**src/rtl/prc_pkg.sv**
```systemverilog
// Shared constants and types for the LCD frame-copy path. The scan-out side
// reads the same geometry constants.
package prc_pkg;

  localparam int          LCD_PAGES = 8;
  localparam int          LCD_COLS  = 96;
  localparam int          FB_BYTES  = LCD_PAGES * LCD_COLS;
  localparam logic [12:0] FB_BASE   = 13'h1000;

  typedef enum logic [2:0] {
    ST_IDLE  = 3'd0,
    ST_REQ   = 3'd1,
    ST_COPY  = 3'd2,
    ST_DRAIN = 3'd3,
    ST_DONE  = 3'd4
  } prc_state_t;

endpackage

```
**src/rtl/prc_addr_gen.sv**
```systemverilog
// Page/column walker for the framebuffer copy. The linear offset is kept as
// its own counter so no multiplier is needed to form page*COLS+col.
module prc_addr_gen
  import prc_pkg::*;
#(
  parameter int PAGES = LCD_PAGES,
  parameter int COLS  = LCD_COLS
) (
  input  logic        clk,
  input  logic        reset_n,
  input  logic        clr,
  input  logic        adv,
  output logic [2:0]  page,
  output logic [6:0]  col,
  output logic [12:0] offset,
  output logic        last
);

  localparam logic [2:0] PAGE_MAX = 3'(PAGES - 1);
  localparam logic [6:0] COL_MAX  = 7'(COLS - 1);

  // Step one byte per accepted read; clear returns to page 0, column 0.
  always_ff @(posedge clk or negedge reset_n) begin
    if (!reset_n) begin
      page   <= '0;
      col    <= '0;
      offset <= '0;
    end else if (clr) begin
      page   <= '0;
      col    <= '0;
      offset <= '0;
    end else if (adv) begin
      offset <= offset + 13'd1;
      if (col == COL_MAX) begin
        col  <= '0;
        page <= page + 3'd1;
      end else begin
        col <= col + 7'd1;
      end
    end
  end

  assign last = (page == PAGE_MAX) && (col == COL_MAX);

endmodule

```
**src/rtl/prc_copy.sv**
```systemverilog
// Frame-copy engine: on start, owns the system bus and streams the
// 768-byte framebuffer from system RAM into LCD display RAM, one byte/cycle
// while granted. Reads are combinational on grant; the write lands one
// cycle later when the synchronous RAM data arrives.
module prc_copy
  import prc_pkg::*;
#(
  parameter logic [12:0] SRC_BASE = FB_BASE,
  parameter int          PAGES    = LCD_PAGES,
  parameter int          COLS     = LCD_COLS
) (
  input  logic        clk,
  input  logic        reset_n,
  input  logic        enable,
  input  logic        start,
  output logic        bus_req,
  input  logic        bus_grant,
  output logic [12:0] src_addr,
  output logic        src_rd,
  input  logic [7:0]  src_data,
  output logic [2:0]  lcd_page,
  output logic [6:0]  lcd_col,
  output logic [7:0]  lcd_data,
  output logic        lcd_we,
  output logic        busy,
  output logic        frame_complete
);

  prc_state_t  state, state_nxt;
  logic        abort, abort_nxt;
  logic        rd_go;
  logic [2:0]  ag_page;
  logic [6:0]  ag_col;
  logic [12:0] ag_offset;
  logic        ag_last;

  // A read goes out only while copying, granted and still enabled.
  assign rd_go = (state == ST_COPY) && bus_grant && enable;

  prc_addr_gen #(
    .PAGES (PAGES),
    .COLS  (COLS)
  ) u_addr_gen (
    .clk     (clk),
    .reset_n (reset_n),
    .clr     (state == ST_IDLE),
    .adv     (rd_go),
    .page    (ag_page),
    .col     (ag_col),
    .offset  (ag_offset),
    .last    (ag_last)
  );

  // Next-state logic; losing enable funnels through DRAIN so an in-flight
  // write still completes, then returns to IDLE without a completion pulse.
  always_comb begin
    state_nxt = state;
    abort_nxt = abort;
    case (state)
      ST_IDLE: begin
        abort_nxt = 1'b0;
        if (start && enable) state_nxt = ST_REQ;
      end
      ST_REQ: begin
        if (!enable) begin
          state_nxt = ST_DRAIN;
          abort_nxt = 1'b1;
        end else if (bus_grant) begin
          state_nxt = ST_COPY;
        end
      end
      ST_COPY: begin
        if (!enable) begin
          state_nxt = ST_DRAIN;
          abort_nxt = 1'b1;
        end else if (rd_go && ag_last) begin
          state_nxt = ST_DRAIN;
        end
      end
      // Wait for the write pipeline to empty before leaving.
      ST_DRAIN: begin
        if (!lcd_we) state_nxt = abort ? ST_IDLE : ST_DONE;
      end
      ST_DONE:  state_nxt = ST_IDLE;
      default:  state_nxt = ST_IDLE;
    endcase
  end

  // State and abort flag registers.
  always_ff @(posedge clk or negedge reset_n) begin
    if (!reset_n) begin
      state <= ST_IDLE;
      abort <= 1'b0;
    end else begin
      state <= state_nxt;
      abort <= abort_nxt;
    end
  end

  // Write stage: capture the LCD address alongside each issued read.
  always_ff @(posedge clk or negedge reset_n) begin
    if (!reset_n) begin
      lcd_we   <= 1'b0;
      lcd_page <= '0;
      lcd_col  <= '0;
    end else begin
      lcd_we <= rd_go;
      if (rd_go) begin
        lcd_page <= ag_page;
        lcd_col  <= ag_col;
      end
    end
  end

  assign src_rd         = rd_go;
  assign src_addr       = rd_go ? (SRC_BASE + ag_offset) : '0;
  assign lcd_data       = lcd_we ? src_data : '0;
  assign bus_req        = (state == ST_REQ) || (state == ST_COPY) ||
                          ((state == ST_DRAIN) && !abort);
  assign busy           = (state != ST_IDLE);
  assign frame_complete = (state == ST_DONE);

endmodule

```
**config.mk**
```make
export PLATFORM = sky130hd
export DESIGN_NAME = prc_copy
export DESIGN_NICKNAME = d
export VERILOG_FILES = /design/src/rtl/prc_pkg.sv /design/src/rtl/prc_addr_gen.sv /design/src/rtl/prc_copy.sv
export SDC_FILE = /design/constraint.sdc
export NUM_CORES = 1
export LEC_CHECK = 0
export BUFFER_PORTS_ARGS = -buffer_cell sky130_fd_sc_hd__buf_4
export CAP_MARGIN = 10
export CORE_ASPECT_RATIO = 0.75
export CORE_MARGIN = 5
export CORE_UTILIZATION = 50
export CTS_BUF_LIST = sky130_fd_sc_hd__clkbuf_2
export DETAILED_ROUTE_END_ITERATION = 10
export GPL_TIMING_DRIVEN = 1
export PLACE_DENSITY = 0.82
export SLEW_MARGIN = 20
export SYNTH_ARGS = -nofsm -noshare
export SYNTH_HDL_FRONTEND = slang
export SYNTH_SLANG_ARGS = --single-unit
export TNS_END_PERCENT = 20
```
**constraint.sdc**
```tcl
create_clock -name clk -period 2.95 [get_ports clk]
set_input_delay 0.295 -clock clk [delete_from_list [all_inputs] [get_ports clk]]
set_output_delay 0.295 -clock clk [all_outputs]
set_load 0.03 [all_outputs]
```
==> results of run 1 <==
cell families (layout without fill, tap and decap cells):
| family | Yosys count | after routing |
|---|---|---|
| xor+xnor | 8 | 8 |
| compound gates | 25 | 25 |
| mux | 6 | 6 |
| simple gates | 125 | 125 |
| buf+inv | 19 | 66 |
| flops | 38 | 38 |
| fa+ha+maj | 4 | 4 |
layout by cell type (no fill, tap or decap), drive strengths merged:
master,Yosys,routed
inv,5,5
xor2,7,7
nor4bb,1,1
nand2b,1,1
o21a,1,1
buf,6,50
dlygate4sd3,0,1
and2,15,15
a31oi,1,1
a311oi,1,1
nand2,45,45
xnor2,1,1
ha,4,4
mux2i,6,6
and3,15,15
and3b,1,1
clkbuf,6,5
o22ai,1,1
nor3b,1,1
bufinv,0,2
nand3,9,9
o211a,1,1
dfrtp,38,38
o21ai,9,9
nor3,3,3
and4,1,1
nor2,20,20
nand4,8,8
a21oi,10,10
or3,4,4
o31a,1,1
clkinv,2,3
nor4,1,1
per-stage QoR:
stage	hold WS, ns	std cells	worst slack, ns	utilization, %
after detailed placement	0.292	318	0.850	60.8
after CTS	0.230	327	0.380	63.3
after global placement	0.288	318	0.901	60.8
final	0.262	327	0.416	63.3
after global routing	0.225	327	0.217	63.3
after floorplan	-0.000591	225	1.02	-
Yosys cell counts (2+ instances only):
cell type  count
a21oi_1       10
and2_1        15
and3_1        15
buf_2          4
clkbuf_1       6
dfrtp_1       38
ha_1           4
inv_1          5
mux2i_1        6
nand2_1       44
nand3_1        9
nand4_1        6
nor2_1        20
nor3_1         2
o21ai_0        9
or3_1          4
xor2_1         7
sequential cells by signal, indices dropped and copies added (netlist names):
name,count
abort,1
state,3
u_addr_gen.col,7
lcd_page,3
lcd_col,7
lcd_we,1
u_addr_gen.offset,13
u_addr_gen.page,3
worst paths after layout:
check                                      from                               end  slack (ns)  cells after the start
max                        state[0]$_DFFE_PN0P_                            src_rd        0.42                      5
min                                       start              state[0]$_DFFE_PN0P_        0.26                      4
max reg2reg                state[0]$_DFFE_PN0P_     u_addr_gen.col[3]$_DFFE_PN0P_        0.86                      6
min reg2reg                   abort$_DFFE_PN0P_              state[2]$_DFFE_PN0P_        0.49                      1
max in group asynchronous               reset_n                  lcd_we$_DFF_PN0_        2.24                      2
min in group asynchronous               reset_n  u_addr_gen.offset[6]$_DFFE_PN0P_        0.39                      2
area by class of cell:
class	instances	area share [%]
Multi-Input combinational cell	168	39.2
Sequential cell	38	38.0
Timing Repair Buffer	51	15.4
Tap cell	55	2.75
Clock inverter	3	2.55
Inverter	7	1.10
Clock buffer	5	1.00
power groups by stage:
stage          Sequential [mW]  Clock [mW]  Combinational (mW)
6_report                 0.720       0.393               0.656
5_1_grt                  0.736       0.427               0.712
4_1_cts                  0.717       0.402               0.663
3_5_place_dp             0.729           0               0.659
3_3_place_gp             0.722           0               0.649
2_1_floorplan            0.746           0               0.409
routing by layer:
layer	wire length, µm	part of all wire, %	GRT usage [%]
met1	2120	49	22.8
met2	2040	47	27.2
met3	184	4.2	4.70
met4	29	0.66	5.10
met5	0	0	0
critical path: stages (launching register included):
cell	delay, ns
dfrtp_1	0.53
nor4bb_4	0.31
buf_4	0.29
nand2_2	0.24
clkinv_2	0.28
buf_4	0.21
repair_timing:
action                                  in CTS  in global routing
buffers inserted                             0                  0
hold endpoints to repair                    38                  0
endpoints found under the setup margin       0                  0
hold buffers                                 1                  0
==> results_dict.tcl, run 1 <==
set metrics [dict create \
    grt_max_degree 39 \
    synth_fa_ha_area_share_pct 2.50 \
    hpwl_um 3160 \
    placed_area_um2 2400 \
    hold_violations 0 \
    critPathArrivalTime_ns 2.24 \
    grt_pass1_wl_um 7490 \
    synth-simple-area-share_pct 32.1 \
    dieHeight_um 64.9 \
    clock-sinks 38 \
    holdCritPathClass "input port to register" \
    grt_pass1_vias 1573 \
    fin_nets 288 \
    clk_pin_slew_ns 0.18 \
    cap_violations 0 \
    power_frac_seq_pct 40.7 \
    avgViaCountPerCell 5.24 \
    htree_levels 2 \
    muxShareOfSynthArea_pct 2.99 \
    synth_xor_xnor_area_share_pct 3.49 \
    syn2layout_area_growth_pct 24.8 \
    ir_worst_vdd_uv 460 \
    cp-end-kind "output port" \
    wl_um 4370 \
    synth_ff_type "dfrtp_1" \
    synth.net_count 242 \
    p_total_mw 1.77 \
    track_usage_pct 17.1 \
    gp_congestion 0.848 \
    overflow 0 \
    std_cell_rows 20 \
    regArea_um2 951 \
    finalCritPeriodShare_pct 85.9 \
    fin_skew_ns 0.00772 \
    vias 1713 \
    start_kind "register" \
    internal_power_mw 1.07 \
    p_comb_share_pct 37.1 \
    cp_max_fo 25 \
    clk_latency_ns 0.38 \
    ys_types 38 \
    die_w_um 83.1 \
    yosys_register_bits 38 \
    routedWlPerCell_um 13.4 \
    synth_top_area_share_pct 47.4 \
    die_area_um2 5390 \
    cts_root_buffer "clkbuf_2" \
    antenna_cells 0 \
    fin_tns_setup_ns 0 \
    powerDensity_nw_per_um2 707 \
    drtIter0Drc 67 \
    cts_resized 0 \
    ios 49 \
    power_switching_share_pct 39.4 \
    drtPass1Iterations 4 \
    synth_compound_area_share_pct 7.11 \
    detail-route-antenna-nets 0 \
    seq_area_frac_synth_pct 47.4 \
    switchingPower_uw 698 \
    synth_top_family_by_area "simple AND/OR/NAND/NOR gates" \
    multiInputGateArea_um2 981 \
    worstPathRequired_ns 2.65 \
    avgSynthCellArea_um2 8.91 \
    synth-edff-count 0 \
    yosysWarningCount 0 \
    setup_violations 0 \
    synth_area_um2 2010 \
    clock_path_buffers 2 \
    cts_tree "built" \
    antenna_found_initial 0 \
    drive_above_1_share_pct 23.2 \
    outcome "completed" \
    power.leakage_nw 1.32 \
    cts_buffers 5 \
    start_util_pct 50.7 \
    final_area_um2 2500 \
    numPortBuffers 48 \
    yosys-top-cells-area "dfrtp_1 (47%), nand2_1 (8.2%), and2_1 (4.7%), and3_1 (4.7%), nor2_1 (3.7%)" \
    rsz0062_at_grt "false" \
    core_area_um2 3950 \
    fin_crit_ns 2.53 \
    synthArstFlopShare_pct 100 \
    n_fill_cell 366 \
    syn_inst 225 \
    drc_errors 0 \
    critPathKind "register to output port" \
    tightest_slew_ns 0.468 \
    maxSlewViolCount 0 \
    p_clk_share_pct 22.2 \
    yosysTopAreaCell "dfrtp_1" \
    max_freq_mhz 395 \
    slew_headroom_pct 68.8 \
]
(Power assumes the default switching activity.)
==> run 2: changes to the inputs <==
--- a/config.mk
+++ b/config.mk
@@ -8,12 +8,13 @@
 export BUFFER_PORTS_ARGS = -buffer_cell sky130_fd_sc_hd__buf_4
 export CAP_MARGIN = 10
 export CORE_ASPECT_RATIO = 0.75
-export CORE_MARGIN = 5
+export CORE_MARGIN = 3
 export CORE_UTILIZATION = 50
 export CTS_BUF_LIST = sky130_fd_sc_hd__clkbuf_2
 export DETAILED_ROUTE_END_ITERATION = 10
 export GPL_TIMING_DRIVEN = 1
 export PLACE_DENSITY = 0.82
+export SETUP_SLACK_MARGIN = 0.5
 export SLEW_MARGIN = 20
 export SYNTH_ARGS = -nofsm -noshare
 export SYNTH_HDL_FRONTEND = slang
==> run 2 against run 1 <==
  * First-iteration DRC count grew 42%
  * Clock power shrank 46%
  * Setup slack better by 0.17 ns
  * Non-clock buffer count unchanged
  * Critical path type unchanged
  * Combinational power about the same
  * Routed wire length shrank 4.1%
  * Cell count decreased by 1.2%
  * Clock skew grew 0.011 ns
  * Count of clock-buffer cells in the layout increased by 2
==> results_dict.tcl, run 2 (synthesis results as in run 1) <==
set metrics [dict create \
    outcome "completed" \
    gp_congestion 0.792 \
    clock_path_buffers 2 \
    ios 49 \
    power.leakage_nw 1.31 \
    antenna_cells 0 \
    n_fill_cell 323 \
    std_cell_rows 19 \
    cp-end-kind "output port" \
    final_area_um2 2450 \
    p_comb_share_pct 41.3 \
    cts_buffers 5 \
    regMostFlops "u_addr_gen.offset" \
    most-common-layout-cells "buf_4 (50), nand2_1 (44), dfrtp_1 (38)" \
    finalNonFillerCells 323 \
    drtIter0Drc 95 \
    worstPathRequired_ns 2.65 \
    fin_nets 288 \
    htree_levels 2 \
    cts_setup_buffers 0 \
    drive_above_1_share_pct 23.2 \
    fin_crit_ns 2.36 \
    tightest_slew_ns 0.464 \
    power_switching_share_pct 42.5 \
    largest_reg_flops 13 \
    ir_worst_vdd_uv 423 \
    cts_tree "built" \
    internal_power_uw 909 \
    p_clk_share_pct 13.4 \
    cap_violations 0 \
    multiInputGateArea_um2 986 \
    hpwl_um 3030 \
    reg.largest.list "u_addr_gen.offset: 13 flops, lcd_col: 7 flops, u_addr_gen.col: 7 flops" \
    detail-route-antenna-nets 0 \
    placed_area_um2 2400 \
    syn2layout_area_growth_pct 22.3 \
    worst_hold_slack_ns 0.283 \
    vias 1720 \
    fin_ws_ns 0.589 \
    p_total_mw 1.58 \
    avgViaCountPerCell 5.33 \
    die_w_um 79.1 \
    clk_latency_ns 0.36 \
    fin_util_pct 65.3 \
    drtPass1Iterations 4 \
    drc_errors 0 \
    routedWlPerCell_um 13.0 \
    cts_root_buffer "clkbuf_2" \
    cp_max_fo 20 \
    core_area_um2 3760 \
    max_freq_mhz 424 \
    maxSlewViolCount 0 \
    overflow 0 \
    clock-sinks 38 \
    grt_pass1_vias 1593 \
    critPathArrivalTime_ns 2.07 \
    numPortBuffers 48 \
    dieHeight_um 60.9 \
    holdCritPathClass "input port to register" \
    fin_skew_ns 0.0188 \
    place_inst 315 \
    die_area_um2 4820 \
    track_usage_pct 18.5 \
    finalCritPeriodShare_pct 80.0 \
    regArea_um2 951 \
    grt_pass1_wl_um 6980 \
    fin_tns_setup_ns 0 \
    switchingPower_uw 673 \
    power_frac_seq_pct 45.3 \
    wl_um 4190 \
    hold_violations 0 \
    layout_commonest_cell "buf_4" \
    rsz0062_at_grt "true" \
    clk_pin_slew_ns 0.15 \
    preCtsSetupSlack_ns 0.900 \
    start_kind "register" \
    critPathKind "register to output port" \
    start_util_pct 53.4 \
    grt_max_degree 39 \
    setup_violations 0 \
    slew_headroom_pct 69.1 \
    antenna_found_initial 0 \
    powerDensity_nw_per_um2 645 \
]
run 2: critical path, stage by stage, from the launching register on:
cell	delay, ns
dfrtp_1	0.52
nor4bb_4	0.52
buf_4	0.31
and3_1	0.20
buf_4	0.16
run 2: power by group through the flow:
stage	Sequential (mW)	Clock, mW	Combinational (mW)
final	0.717	0.212	0.653
after global routing	0.734	0.239	0.722
after global placement	0.721	0	0.648
after detailed placement	0.728	0	0.655
after CTS	0.717	0.220	0.660
after floorplan	0.746	0	0.409
run 2: metal layers:
| layer | vias to the layer above | global-route usage, % | wire length, µm |
|---|---|---|---|
| met1 | 817 | 24.3 | 1960 |
| li1 | 855 | - | - |
| met2 | 44 | 31.4 | 1980 |
| met5 | - | 0 | 0 |
| met4 | 0 | 4.90 | 17 |
| met3 | 4 | 4.30 | 242 |
run 2: timing repair:
item,in CTS,in global routing
setup endpoints to repair,1,2
pin swaps,0,0
hold buffers,1,0
gates resized for setup,1,1
hold endpoints to repair,38,0
run 2: final cells by class:
| cell class | instances | area share (%) |
|---|---|---|
| tap | 52 | 2.65 |
| multi-input combinational | 168 | 40.2 |
| clock buffer | 7 | 1.43 |
| timing repair buffer | 51 | 15.7 |
| inverter | 7 | 1.27 |
| sequential | 38 | 38.8 |
run 2: worst paths after layout:
path | slack [ns] | startpoint | to | cells after the start
max | 0.59 | state[0]$_DFFE_PN0P_ | src_addr[4] | 4
min | 0.28 | enable | abort$_DFFE_PN0P_ | 4
max reg2reg | 0.94 | state[0]$_DFFE_PN0P_ | u_addr_gen.offset[10]$_DFFE_PN0P_ | 5
min reg2reg | 0.47 | abort$_DFFE_PN0P_ | state[2]$_DFFE_PN0P_ | 1
max in group asynchronous | 2.20 | reset_n | lcd_we$_DFF_PN0_ | 2
min in group asynchronous | 0.41 | reset_n | u_addr_gen.offset[10]$_DFFE_PN0P_ | 2
